File: src/rtl/riscv_loader_pkg.sv
// Shared types and constants for the instruction-memory boot loader.
package riscv_loader_pkg;

    typedef enum logic [2:0] {
        ST_HDR0,
        ST_HDR1,
        ST_DATA,
        ST_CHK,
        ST_DONE,
        ST_ERR
    } loader_state_t;

    localparam int HDR_LEN        = 2;
    localparam int BYTES_PER_WORD = 4;
    localparam int BYTE_CNT_W     = $clog2(BYTES_PER_WORD);

endpackage

File: src/rtl/imem_loader_word_assembler.sv
// Collects payload bytes into little-endian 32-bit words and keeps the running XOR checksum.
module word_assembler
    import riscv_loader_pkg::*;
(
    input  logic        clk,
    input  logic        reset,
    input  logic        clear,
    input  logic        byte_en,
    input  logic [7:0]  byte_data,
    output logic        last_byte,
    output logic        word_complete,
    output logic [31:0] word,
    output logic [7:0]  checksum
);

    logic [BYTE_CNT_W-1:0] byte_cnt;
    logic [23:0]           shift_q;

    assign last_byte = (byte_cnt == BYTE_CNT_W'(BYTES_PER_WORD - 1));

    // NOTE: every register here uses <= so all updates see the pre-edge values of each other.
    always_ff @(posedge clk or posedge reset) begin
        if (reset) begin
            byte_cnt      <= '0;
            shift_q       <= '0;
            word          <= '0;
            word_complete <= 1'b0;
            checksum      <= '0;
        end else begin
            word_complete <= 1'b0;
            if (clear) begin
                byte_cnt <= '0;
                shift_q  <= '0;
                checksum <= '0;
            end else if (byte_en) begin
                byte_cnt <= byte_cnt + 1'b1;
                checksum <= checksum ^ byte_data;
                // Earlier bytes sit lower, so byte k ends up in bits [8k+7:8k].
                if (last_byte) begin
                    word          <= {byte_data, shift_q};
                    word_complete <= 1'b1;
                end else begin
                    shift_q <= {byte_data, shift_q[23:8]};
                end
            end
        end
    end

endmodule

File: src/rtl/imem_loader.sv
// Boot loader: parses a counted, checksummed byte stream into IMEM and holds the core in reset until done.
module imem_loader
    import riscv_loader_pkg::*;
#(
    parameter int IMEM_SIZE = 16,
    parameter int AW        = $clog2(IMEM_SIZE)
) (
    input  logic          clk,
    input  logic          reset,
    input  logic          byte_valid,
    input  logic [7:0]    byte_data,
    output logic          byte_ready,
    input  logic          rearm,
    output logic          imem_we,
    output logic [AW-1:0] imem_addr,
    output logic [31:0]   imem_wdata,
    output logic          core_reset,
    output logic          load_done,
    output logic          load_error
);

    loader_state_t state;
    logic [7:0]    n_lo;
    logic [15:0]   n_words;
    logic [15:0]   words_seen;
    logic          last_byte;
    logic          word_complete;
    logic [7:0]    checksum;
    logic [15:0]   n_next;
    logic          xfer;
    logic          clear;

    assign xfer   = byte_valid && byte_ready;
    assign n_next = {byte_data, n_lo};
    assign clear  = rearm && (state == ST_DONE || state == ST_ERR);

    word_assembler u_asm (
        .clk           (clk),
        .reset         (reset),
        .clear         (clear),
        .byte_en       (xfer && state == ST_DATA),
        .byte_data     (byte_data),
        .last_byte     (last_byte),
        .word_complete (word_complete),
        .word          (imem_wdata),
        .checksum      (checksum)
    );

    assign imem_we = word_complete;

    always_ff @(posedge clk or posedge reset) begin
        if (reset) begin
            state      <= ST_HDR0;
            n_lo       <= '0;
            n_words    <= '0;
            words_seen <= '0;
            imem_addr  <= '0;
            byte_ready <= 1'b1;
            core_reset <= 1'b1;
            load_done  <= 1'b0;
            load_error <= 1'b0;
        end else begin
            // The index advances at the end of each write pulse, wrapping at 2^AW.
            if (word_complete)
                imem_addr <= imem_addr + AW'(1);

            case (state)
                ST_HDR0: begin
                    if (xfer) begin
                        n_lo  <= byte_data;
                        state <= ST_HDR1;
                    end
                end
                ST_HDR1: begin
                    if (xfer) begin
                        n_words <= n_next;
                        if (n_next == 16'd0 || int'(n_next) > IMEM_SIZE) begin
                            state      <= ST_ERR;
                            byte_ready <= 1'b0;
                            load_error <= 1'b1;
                        end else begin
                            state <= ST_DATA;
                        end
                    end
                end
                ST_DATA: begin
                    if (xfer && last_byte) begin
                        words_seen <= words_seen + 16'd1;
                        if (words_seen == n_words - 16'd1)
                            state <= ST_CHK;
                    end
                end
                ST_CHK: begin
                    if (xfer) begin
                        byte_ready <= 1'b0;
                        if (byte_data == checksum) begin
                            state      <= ST_DONE;
                            core_reset <= 1'b0;
                            load_done  <= 1'b1;
                        end else begin
                            state      <= ST_ERR;
                            load_error <= 1'b1;
                        end
                    end
                end
                ST_DONE, ST_ERR: begin
                    if (rearm) begin
                        state      <= ST_HDR0;
                        words_seen <= '0;
                        imem_addr  <= '0;
                        byte_ready <= 1'b1;
                        core_reset <= 1'b1;
                        load_done  <= 1'b0;
                        load_error <= 1'b0;
                    end
                end
                default: state <= ST_HDR0;
            endcase
        end
    end

endmodule

File: config.mk
export PLATFORM = sky130hd
export DESIGN_NAME = imem_loader
export DESIGN_NICKNAME = d
export VERILOG_FILES = /design/src/rtl/riscv_loader_pkg.sv /design/src/rtl/imem_loader_word_assembler.sv /design/src/rtl/imem_loader.sv
export SDC_FILE = /design/constraint.sdc
export NUM_CORES = 1
export LEC_CHECK = 0
export ABC_AREA = 1
export BUFFER_PORTS_ARGS = -buffer_cell sky130_fd_sc_hd__buf_2
export CORE_UTILIZATION = 50
export CTS_CLUSTER_SIZE = 12
export DETAILED_ROUTE_END_ITERATION = 7
export GPL_TIMING_DRIVEN = 0
export HOLD_SLACK_MARGIN = 0.05
export PLACE_DENSITY = 0.69
export SYNTH_ARGS = -nofsm -noshare
export SYNTH_HDL_FRONTEND = slang
export SYNTH_HIERARCHICAL = 1
export SYNTH_SLANG_ARGS = --single-unit
export TNS_END_PERCENT = 100
File: constraint.sdc
create_clock -name clk -period 2.5 [get_ports clk]
set_input_delay 0 -clock clk [delete_from_list [all_inputs] [get_ports clk]]
set_output_delay 0 -clock clk [all_outputs]
set_load 0.05 [all_outputs]
Yosys cells after proc, flatten, opt, wreduce, memory -nomap -nowiden
Index checks and enable logic that the tools add are counted.
Word-level totals
  register bits: 118
  word-level logic and storage cells: 103
  output and inout port bits: 41
  input port bits: 12
Cells by class
  multiplexer cells: 42
  reductions and logical operators: 22
  add/sub/neg operators: 4
  bitwise gates (word level): 2
  magnitude comparators: 1
  equal/unequal tests: 18
Operator list (count)
  24-bit 2-to-1 mux: 3
  16-bit 2-to-1 mux: 2
  16-bit case mux with 2 select lines: 1
  3-bit 2-to-1 mux: 7
  1-bit 2-to-1 mux: 17
  16-bit by 1-bit adder with 16-bit output (second input constant): 1
  16-bit equality test: 1
  16-bit by 5-bit > comparator with 1-bit output (second input constant): 1
  16-bit zero test: 1
  8-bit 2-to-1 mux: 2
  16-bit by 1-bit subtractor with 16-bit output (second input constant): 1
  3-bit case mux with 5 select lines: 1
  2-bit != test (second input constant): 7
  4-bit 2-to-1 mux: 3
  6-bit AND reduction: 2
  8-bit equality test: 1
  8-bit bitwise XOR: 1
  3-bit by 2-bit equality test with 1-bit output (second input constant): 2
  3-bit equality test (second input constant): 2
  2-bit by 1-bit != test with 1-bit output (second input constant): 3
  1-bit case mux with 3 select lines: 2
  2-bit AND reduction: 3
  3-bit AND reduction: 2
  2-bit nonzero test: 3
  14 further kinds: 20

Logic depth before layout (Yosys ltp)
  word-level depth: 5
  gate-level depth with buffers: 15
  gate-level depth less buffers: 15

Hierarchy
The synthesis kept the hierarchy.
By module, submodules not included
  imem_loader: area each 3151.8 µm², instances 1, cells each 426, seq. area each 1278.7 µm²
  word_assembler: area each 2772.7 µm², instances 1, cells each 318, seq. area each 1676.6 µm²

Worst setup path after synthesis
No wires, ideal clock.
  kind: register to register
  start: reg byte_ready
  end: reg words_seen[13]
  setup time: 143 ps
  setup slack: 618 ps
  path buffers: 0
  arrival: 1739 ps
  stages on the path, launching flop included: 10
  required time: 2357 ps
  period minus slack after synthesis: 1882 ps
  cell sequence: dfstp_2 > nand2_1 > nor2_1 > nand2_2 > nand2_8 > inv_4 > nor2_8 > nand2_2 > nor3_1 > nor3_2
On the way
  word-level cells in the longest chain between the ends: 4
Ends and longest elaborated chain
  from (decl): line imem_loader.sv:12  | output logic byte_ready,
  from (signal assigned): line imem_loader.sv:58  | byte_ready <= 1'b1;
  from (signal assigned): line imem_loader.sv:79  | byte_ready <= 1'b0;
  from (signal assigned): line imem_loader.sv:95  | byte_ready <= 1'b0;
  1-bit logical AND: line imem_loader.sv:33  | assign xfer = byte_valid && byte_ready;
  1-bit logical AND: line imem_loader.sv:87  | if (xfer && last_byte) begin
  2-bit by 1-bit != test with 1-bit output (no line)
  3-bit AND reduction (no line)
  to (signal assigned): line imem_loader.sv:88  | words_seen <= words_seen + 16'd1;
  to (decl): line imem_loader.sv:25  | logic [15:0] words_seen;
Every way passes these cells.
A chain may end at the register's enable or synchronous reset.

Worst setup path in the final report
  start: reg u_asm.byte_cnt[0]
  end: reg words_seen[13]
On the way
  word-level cells in the longest chain between the ends: 4
Ends and longest elaborated chain
  from (decl): line imem_loader_word_assembler.sv:16  | logic [BYTE_CNT_W-1:0] byte_cnt;
  from (signal assigned): line imem_loader_word_assembler.sv:36  | byte_cnt <= byte_cnt + 1'b1;
  2-bit equality test: line imem_loader_word_assembler.sv:19  | assign last_byte = (byte_cnt == BYTE_CNT_W'(BYTES_PER_WORD - 1));
  net last_byte: line imem_loader.sv:26  | logic last_byte;
  1-bit logical AND: line imem_loader.sv:87
  2-bit by 1-bit != test with 1-bit output (no line)
  3-bit AND reduction (no line)
The timed path passes the listed nets, and every way through them passes these cells.

==> flow_summary.toml <==
[outcome]
status = "complete, no violations"

[power]
total_leakage_power_nw = 3.91
powerDensity_nw_per_um2 = 857
ir_drop_mv = 0.729

[timing]
fin_crit_sh_pct = 80.8
fmax_ghz = 0.495
rsz0062_at_grt = "false"
fin_ws_ns = 0.480
hold_viol_final = 0
slew_headroom_pct = 53.9
finalSetupViolations = 0
worst_pin_slew_ns = 0.690
fin_skew_ns = 0.00585
finalCriticalPeriod_ns = 2.02
slew_viol_final = 0

[synthesis]
syn_area_per_cell_um2 = 7.96
synth-main-ff-cell = "dfrtp_1"
synth-edff-count = 0
yosysMostFrequentCell = "nand2_1"
yosys.area.top_type = "dfrtp_1"
ys_ff_latch = 118
syn_area_um2 = 5920
synth_area_leaders = "dfrtp_1 49%, nand2_1 16%, nand3_1 5.3%, nor2_1 4.4%, inv_1 3.7%"
synth_top_area_share_pct = 49.0
syn_nets = 760
synth_common_cells = "255 x nand2_1, 116 x dfrtp_1, 69 x nor2_1"
synth_cell_types = 43
yosysSeqAreaShare_pct = 49.9
ys_warn_count = 6
async_reset_ff_share_pct = 100
synthCells = 744

[clock_network]
tritoncts = "built"
clock_tree.buffer_depth = 2
cts_buffers = 17
path_clk_slew_ns = 0.05
cts-resized-gates = 0
htree_levels = 4
clkLatencyLatePin_ns = 0.41
root_buffer = "clkbuf_16"
clock_sinks = 118

[setup_path]
required_ns = 2.78
worstPathMaxFanout = 6
crit_type = "flop to flop"
cp-end-kind = "flop"
cp.arrival_ns = 2.30
cp-start-kind = "flop"

[finish]
seqCellArea_um2 = 2960
final_nets = 842
final_util_pct = 61.5
multi_input_area_um2 = 2560
area_growth_pct = 18.9
antennaDiodeCount = 0
drive_above_1_share_pct = 17.4
nFillCells = 983

[hold_path]
hp-class = "input pin to flop"

[global_routing]
track_usage_pct = 24.0
antenna_found_initial = 0
grt_pass1_wl_um = 23300
overflow = 0
grt_max_degree = 38
grt_pass1_vias = 4942

[detailed_routing]
wl_met1_um = 6100
dr_wl_met3_um = 554
wl_met2_um = 6770
wirelength_um = 13900
wire_per_inst_um = 14.1
drtIter0Drc = 274
num_vias = 5104
ant_nets = 0
post_drt_via_cell_ratio = 5.20
dr.max_layer_used = "met4"
drc = 0
drt-pass1-iter-count = 5

[floorplan]
die_h_um = 111
dieArea_um2 = 12300
boundaryPins = 53
fp.coreArea_um2 = 11500
initial_core_util_pct = 51.7
die_x_um = 111
core.rowCount = 39

[placed_design]
dp_slack_ns = -0.0662
io_buffers = 52
gp_congestion = 0.871
place_hpwl_um = 10100

[job]
maxCapViolations = 0
[final timing paths]
check,slack (ns),start,depth (start not counted),to
worst min register to register,0.47,byte_ready,2,byte_ready
worst max-delay path,0.48,u_asm/byte_cnt[0],10,words_seen[13]
max in group asynchronous,1.61,reset,4,u_asm/word[17]
worst min-delay path,0.12,byte_valid,6,core_reset
worst max register to register,0.48,u_asm/byte_cnt[0],10,words_seen[13]
min in group asynchronous,0.16,reset,3,load_error
[critical path, cell delays in order (launching register included)]
cell	delay, ns
dfrtp_1	0.37
ha_1	0.29
inv_1	0.08
nor2_1	0.25
nand2_2	0.17
nand2_8	0.13
inv_4	0.06
nor2_8	0.15
nand2_2	0.10
nor3_1	0.20
nor3_2	0.07
[cell families (layout without fill, tap and decap cells)]
kind of cell | after synthesis | after routing | share of synthesized area [%]
flip-flops | 118 | 118 | 49.9
AND/OR/NAND/NOR | 443 | 443 | 33.3
adder cells (fa/ha/maj) | 4 | 4 | 0.845
XOR/XNOR | 25 | 25 | 3.70
buffers and inverters | 99 | 194 | 6.97
multiplexers | 1 | 1 | 0.190
AO/OA/AOI/OAI | 54 | 54 | 5.07
[through the flow]
stage	hold WS [ns]	power, mW	instance area, um^2	TNS, ns	std cells
4_1_cts	0.112	6.07	7050	0	982
5_1_grt	0.167	6.39	7050	0	982
3_3_place_gp	0.305	3.77	6360	-1.27	939
2_1_floorplan	0.138	3.46	5920	0	744
3_5_place_dp	0.0429	3.83	6400	-2.32	941
6_report	0.115	6.04	7050	0	982
[state kept, by name, indices dropped and copies added (netlist names), 2 cells and up]
register        flops
u_asm/word         32
n_lo                8
n_words            16
imem_addr           4
u_asm/byte_cnt      2
u_asm/shift_q      24
u_asm/checksum      8
state               3
words_seen         16
[cells in the final DEF, fill, tap and decap left out, types with 3 or more instances in the layout]
cell / n
nand2_1: 255
dfrtp_1: 116
nor2_1: 69
nand3_1: 63
buf_2: 62
inv_1: 57
o21ai_0: 34
nand4_1: 24
xor2_1: 21
clkbuf_16: 17
inv_2: 16
a21oi_1: 11
dlygate4sd3_1: 10
clkbuf_1: 9
clkinvlp_4: 6
nor2_2: 5
nand2_2: 4
nor3_1: 4
xnor2_1: 4
ha_1: 4
nand3_2: 3
nor3_2: 3
nor2_4: 3
clkbuf_8: 3
buf_4: 3
[per-layer routing]
layer  global-route usage (%)  up-vias
li1                         -     2529
met3                     6.29       36
met5                        0        -
met2                     39.8      125
met4                     12.3        0
met1                     28.8     2414
[power by group]
| group | internal [mW] | switching [mW] | leakage (nW) |
|---|---|---|---|
| logic | 0.496 | 0.992 | 2.06 |
| registers | 2.12 | 0.210 | 1.60 |
| clock network | 1.34 | 0.876 | 0.251 |
| total | 3.96 | 2.08 | 3.91 |
[timing repair]
action / CTS / global route
setup endpoints to repair: 50 / 0
endpoints found under the hold margin: 122 / 0
setup buffers: 0 / 0
hold buffers: 10 / 0
[layout make-up]
class | instances | area share [%]
Inverter | 74 | 3.98
Clock inverter | 10 | 1.03
Timing Repair Buffer | 64 | 5.68
Multi-Input combinational cell | 527 | 36.3
Clock buffer | 22 | 6.73
Sequential cell | 118 | 41.9
Buffer | 24 | 1.83
Tap cell | 143 | 2.54
Power figures use the tool's default switching activity.
